$ cat config.mk
export PLATFORM = sky130hd
export DESIGN_NAME = id_ex_stage
export DESIGN_NICKNAME = d
export VERILOG_FILES = /design/src/rtl/id_ex_stage_pkg.sv /design/src/rtl/id_ex_stage_fwd_mux.sv /design/src/rtl/id_ex_stage.sv
export SDC_FILE = /design/constraint.sdc
export NUM_CORES = 1
export LEC_CHECK = 0
export ABC_CLOCK_PERIOD_IN_PS = 4100
export CORE_MARGIN = 5
export CORE_UTILIZATION = 35
export DETAILED_ROUTE_END_ITERATION = 16
export HOLD_SLACK_MARGIN = 0.15
export MAX_ROUTING_LAYER = met4
export PLACE_DENSITY = 0.72
export RECOVER_POWER = 25
export SETUP_SLACK_MARGIN = 0.15
export SLEW_MARGIN = 25
export SYNTH_ARGS = -nofsm -noshare
export SYNTH_HDL_FRONTEND = slang
export SYNTH_SLANG_ARGS = --single-unit
$ cat constraint.sdc
create_clock -name clk -period 4.1 [get_ports clk]
set_input_delay 1.23 -clock clk [delete_from_list [all_inputs] [get_ports clk]]
set_output_delay 1.23 -clock clk [all_outputs]
set_load 0.005 [all_outputs]
$ cat src/rtl/id_ex_stage_pkg.sv
// Shared definitions for the ID/EX pipeline register: ALU op encodings and
// default datapath geometry.
package id_ex_stage_pkg;

  localparam int WIDTH_DEF = 32;
  localparam int RADDR_DEF = 5;
  localparam int CNTW_DEF  = 16;
  localparam int REG_ZERO  = 0;

  typedef enum logic [2:0] {
    ALU_ADD   = 3'd0,
    ALU_SUB   = 3'd1,
    ALU_AND   = 3'd2,
    ALU_OR    = 3'd3,
    ALU_SLT   = 3'd4,
    ALU_MUL   = 3'd5,
    ALU_DIV   = 3'd6,
    ALU_PASSB = 3'd7
  } alu_op_e;

endpackage

$ cat src/rtl/id_ex_stage_fwd_mux.sv
// Single-operand bypass select: EX/MEM beats MEM/WB beats stored data;
// register zero is never bypassed.
module fwd_mux
  import id_ex_stage_pkg::*;
#(
  parameter int WIDTH = WIDTH_DEF,
  parameter int RADDR = RADDR_DEF
) (
  input  logic [RADDR-1:0] addr,
  input  logic [WIDTH-1:0] data,
  input  logic             exm_reg_write,
  input  logic [RADDR-1:0] exm_rd,
  input  logic [WIDTH-1:0] exm_result,
  input  logic             wb_reg_write,
  input  logic [RADDR-1:0] wb_rd,
  input  logic [WIDTH-1:0] wb_result,
  output logic [WIDTH-1:0] fwd
);

  logic nz;
  assign nz = (addr != RADDR'(REG_ZERO));

  always_comb begin
    fwd = data;
    if (nz && exm_reg_write && (exm_rd == addr))
      fwd = exm_result;
    else if (nz && wb_reg_write && (wb_rd == addr))
      fwd = wb_result;
  end

endmodule

$ cat src/rtl/id_ex_stage.sv
// ID/EX pipeline register with operand forwarding, stall/flush handling
// and a saturating stall-cycle counter.
module id_ex_stage
  import id_ex_stage_pkg::*;
#(
  parameter int WIDTH = WIDTH_DEF,
  parameter int RADDR = RADDR_DEF,
  parameter int CNTW  = CNTW_DEF
) (
  input  logic             clk,
  input  logic             rst,
  input  logic             id_valid,
  output logic             id_ready,
  input  logic [RADDR-1:0] id_rs_addr,
  input  logic [RADDR-1:0] id_rt_addr,
  input  logic [RADDR-1:0] id_rd_addr,
  input  logic [WIDTH-1:0] id_rs_data,
  input  logic [WIDTH-1:0] id_rt_data,
  input  logic [WIDTH-1:0] id_imm,
  input  logic             id_use_imm,
  input  logic [2:0]       id_alu_sel,
  input  logic             id_reg_write,
  input  logic             flush,
  input  logic             ex_ready,
  input  logic             exm_reg_write,
  input  logic [RADDR-1:0] exm_rd,
  input  logic [WIDTH-1:0] exm_result,
  input  logic             wb_reg_write,
  input  logic [RADDR-1:0] wb_rd,
  input  logic [WIDTH-1:0] wb_result,
  output logic [WIDTH-1:0] A,
  output logic [WIDTH-1:0] B,
  output logic [2:0]       SEL,
  output logic             ex_valid,
  output logic [RADDR-1:0] ex_rd,
  output logic             ex_reg_write,
  output logic [CNTW-1:0]  stall_cnt
);

  logic             valid_q, we_q, use_imm_q;
  alu_op_e          sel_q;
  logic [RADDR-1:0] rs_addr_q, rt_addr_q, rd_q;
  logic [WIDTH-1:0] rs_data_q, rt_data_q, imm_q;
  logic [CNTW-1:0]  stall_cnt_q;

  logic [1:0][RADDR-1:0] src_addr;
  logic [1:0][WIDTH-1:0] src_data, src_fwd;

  assign src_addr = {rt_addr_q, rs_addr_q};
  assign src_data = {rt_data_q, rs_data_q};

  // Index 0 = rs, 1 = rt; outputs also feed the stall refresh.
  for (genvar g = 0; g < 2; g++) begin : g_fwd
    fwd_mux #(.WIDTH(WIDTH), .RADDR(RADDR)) u_fwd (
      .addr          (src_addr[g]),
      .data          (src_data[g]),
      .exm_reg_write (exm_reg_write),
      .exm_rd        (exm_rd),
      .exm_result    (exm_result),
      .wb_reg_write  (wb_reg_write),
      .wb_rd         (wb_rd),
      .wb_result     (wb_result),
      .fwd           (src_fwd[g])
    );
  end

  logic xfer, handoff, stall;
  assign id_ready = !valid_q || ex_ready;
  assign xfer     = id_valid && id_ready;
  assign handoff  = valid_q && ex_ready;
  assign stall    = valid_q && !ex_ready;

  always_ff @(posedge clk) begin
    if (rst) begin
      valid_q     <= 1'b0;
      we_q        <= 1'b0;
      use_imm_q   <= 1'b0;
      sel_q       <= ALU_ADD;
      rs_addr_q   <= '0;
      rt_addr_q   <= '0;
      rd_q        <= '0;
      rs_data_q   <= '0;
      rt_data_q   <= '0;
      imm_q       <= '0;
      stall_cnt_q <= '0;
    end else if (flush) begin
      valid_q <= 1'b0;
      we_q    <= 1'b0;
    end else if (xfer) begin
      valid_q   <= 1'b1;
      we_q      <= id_reg_write;
      use_imm_q <= id_use_imm;
      sel_q     <= alu_op_e'(id_alu_sel);
      rs_addr_q <= id_rs_addr;
      rt_addr_q <= id_rt_addr;
      rd_q      <= id_rd_addr;
      rs_data_q <= id_rs_data;
      rt_data_q <= id_rt_data;
      imm_q     <= id_imm;
    end else if (handoff) begin
      valid_q <= 1'b0;
    end else if (stall) begin
      // Latch bypassed values so a producer retiring mid-stall is not lost.
      rs_data_q <= src_fwd[0];
      rt_data_q <= src_fwd[1];
      if (stall_cnt_q != '1)
        stall_cnt_q <= stall_cnt_q + 1'b1;
    end
  end

  assign A            = src_fwd[0];
  assign B            = use_imm_q ? imm_q : src_fwd[1];
  assign SEL          = sel_q;
  assign ex_valid     = valid_q;
  assign ex_rd        = rd_q;
  assign ex_reg_write = we_q && valid_q;
  assign stall_cnt    = stall_cnt_q;

endmodule
==> flow_summary_export.csv <==
group,metric,value,unit
placed_design,placed_cell_area,12600,sq um
power,switchingPower,1.217,mW
clock_network,hold_buffers,0,
setup_path,cp_max_fo,24,
logic_synthesis,ys_ff_latch,133,
power,ir_drop,0.0002315,V
placed_design,dp.final_hpwl,27.25,mm
sta,hold_viol,0,
detailed_routing,vias,11720,
sta,whs,450.8,ps
power,intPower,2.793,mW
logic_synthesis,ys_seq_area_share,31.18,%
logic_synthesis,synthFlopType,"dfxtp_1",
sta,post-route-period-util,101.1,%
logic_synthesis,synth.most_common_cell,"nand2_1",
setup_path,cp_data_required_time,2870,ps
final_layout,nNetsFinal,1818,
grt,track_usage,31.00,%
logic_synthesis,netlist.area_leader.share,31.18,%
detailed_routing,ant_nets,0,
die,rows,57,
clock_network,clock_latency,430,ps
logic_synthesis,yosys_warnings,0,
logic_synthesis,synth_cell_types,39,
power,p_clk_share,39.7,%
placed_design,portBuffers,287,
logic_synthesis,synth_nets,1385,
sta,setup_viol,11,
logic_synthesis,synthesis.area,8539,sq um
clock_network,cts.htree.levels,4,
final_layout,fill_cells,1958,
logic_synthesis,ys_top_cells_by_area,"dfxtp_1, a21oi_1, o311ai_1",
power,seqPwrFrac,34.5,%
clock_network,cts_tree,"yes",
power,powerDensity,255.3,nW/um^2
sta,maxSlewViolCount,33,
logic_synthesis,yosys.area.top_type,"dfxtp_1",
logic_synthesis,synth_edf_count,0,
detailed_routing,drt_iter0_drc,1280,
setup_path,critPathArrivalTime,2920,ps
sta,slew_headroom,-24.97,%
grt,grt_pass1_wl,66.49,mm
detailed_routing,dr.pass1.iters,6,
grt,grt-ovfl-total,0,
power,pwr-share-comb,25.8,%
clock_network,cts-root-buf,"clkbuf_16",
worst_hold_path,min-delay-path-class,"register to register",
setup_path,end_kind,"primary output",
die,initial_core_util,35.32,%
grt,grt_max_degree,84,
logic_synthesis,syn_area_per_cell,7.194,sq um
sta,setup_ws,-45.09,ps
final_layout,syn_to_final_growth,83.93,%
die,die_h,166.2,um
setup_path,startpoint_type,"input pin",
run_status,status,"complete, but fails checks",
setup_path,path_class,"input pin to primary output",
placed_design,dp_slack,-790.4,ps
logic_synthesis,synthArstFlopShare,0,%
detailed_routing,wl,45.43,mm
clock_network,cts_buffers,17,
detailed_routing,wl_per_cell,23.14,um
grt,grt_pass1_vias,11100,
clock_network,cts_max_path_buffers,2,
clock_network,clkSinkCount,133,
die,io_pins,288,
run_status,violations,"capacitance limit, slew limit, setup timing",
final_layout,final_area,15710,sq um
grt,antenna_found_initial,8,
logic_synthesis,netlist_top_cells_count,"nand2_1, dfxtp_1, nor2_1",
sta,fin_crit,4145,ps
die,die_w,166.2,um
power,power_switching_share,30.35,%
logic_synthesis,syn-instance-count,1187,
sta,grt_setup_unrepaired,"true",
detailed_routing,route.detailed.drc,0,
sta,clock_skew,10.69,ps
die,core_area,24180,sq um
power,p_leak,6.204,nW
detailed_routing,vias_per_cell,5.969,
final_layout,drive_gt1_share,31.56,%
sta,worst_slew_pin_slew,1875,ps
clock_network,clk_pin_slew_worst_paths,60,ps
placed_design,place_congestion,0.9650,
die,dieArea,27620,sq um
run,drv_cap,2,
sta,max_freq,241.2,MHz
## worst paths after layout
kind | slack (ps) | cells past startpoint | end | startpoint
max reg2reg | 1190 | 10 | rs_data_q[30]$_SDFFE_PP0P_ | rs_addr_q[0]$_SDFFE_PP0P_
max | -50 | 9 | A[2] | exm_rd[1]
min reg2reg | 450 | 2 | SEL[0]$_SDFFE_PP0P_ | SEL[0]$_SDFFE_PP0P_
min | 450 | 2 | SEL[0]$_SDFFE_PP0P_ | SEL[0]$_SDFFE_PP0P_
## cells in the final DEF, fill, tap and decap left out, types with 19 or more instances in the layout
cell             instances
o31ai_4                 24
a21oi_1                122
a22oi_1                 56
buf_16                  19
buf_6                   38
nand2_1                139
buf_4                  153
dfxtp_1                131
nor2_1                 130
and3_4                  33
clkdlybuf4s50_1        182
nand3_2                 21
a21boi_0                27
nand3_1                 31
buf_12                  29
and3_1                  28
o311ai_1                60
dlygate4sd3_1           28
o31a_1                  32
buf_2                   63
clkbuf_16               19
inv_1                   46
## through the flow
stage	util [%]	cells	setup TNS (ps)	power [mW]
6_report	64.96	1963	-124.5	4.010
5_1_grt	64.96	1963	-1165	4.130
4_1_cts	62.11	1937	-6.604	3.928
3_5_place_dp	52.10	1815	-42990	2.208
3_3_place_gp	52.10	1815	-41720	2.198
2_1_floorplan	-	1187	0	1.725
## what timing repair did
item | in CTS | in global routing
setup endpoints to repair | 64 | 64
pin swaps | 93 | 54
resized for setup | 550 | 115
buffers inserted | 70 | 18
cloned | 21 | 2
## cells by family after synthesis
kind of cell	share of synthesized area [%]
xor gates and xnor gates	3.487
DFF	31.18
AOI/OAI and AO/OA	33.98
muxes	0.2344
adders and majority gates	0.1465
buffers and inverters	7.854
and+or+nand+nor	23.12
## state kept, by name (all words and copies together) (netlist names)
register / cells
we_q: 1
ex_valid: 1
rs_data_q: 32
stall_cnt: 16
use_imm_q: 1
rs_addr_q: 5
SEL: 3
ex_rd: 5
rt_data_q: 32
imm_q: 32
rt_addr_q: 5
## metal layers
metal	up-vias	global-route usage (%)	share of wire (%)
li1	5223	-	-
met4	0	13.77	5.6
met2	758	46.52	44
met3	192	5.665	9.2
met1	5544	40.79	41
met5	-	-	0
## worst max-delay path, cell delays in order
cell,delay (ps)
buf_2,130
buf_4,140
xnor2_1,240
o211a_1,300
buf_4,180
buf_12,220
nand3_1,160
o31a_1,160
buf_2,140
## area by class of cell
class                           count  area [sq um]  area share [%]
Sequential cell                   133          2665           16.97
Inverter                           46         172.7           1.099
Tap cell                          324         405.4           2.581
Antenna cell                        7         17.52          0.1115
Multi-Input combinational cell    891          6484           41.28
Clock buffer                       18         439.2           2.796
Clock inverter                     13         147.6          0.9400
Timing Repair Buffer              531          5375           34.22
## power by group through the flow
stage               Clock [mW]  Sequential (mW)  Combinational, mW
floorplan                    0             1.39              0.332
global placement             0             1.40              0.798
detailed placement           0             1.40              0.805
CTS                       1.60             1.38              0.946
global route              1.66             1.39               1.09
finish                    1.59             1.38               1.04
(Power assumes the default switching activity.)
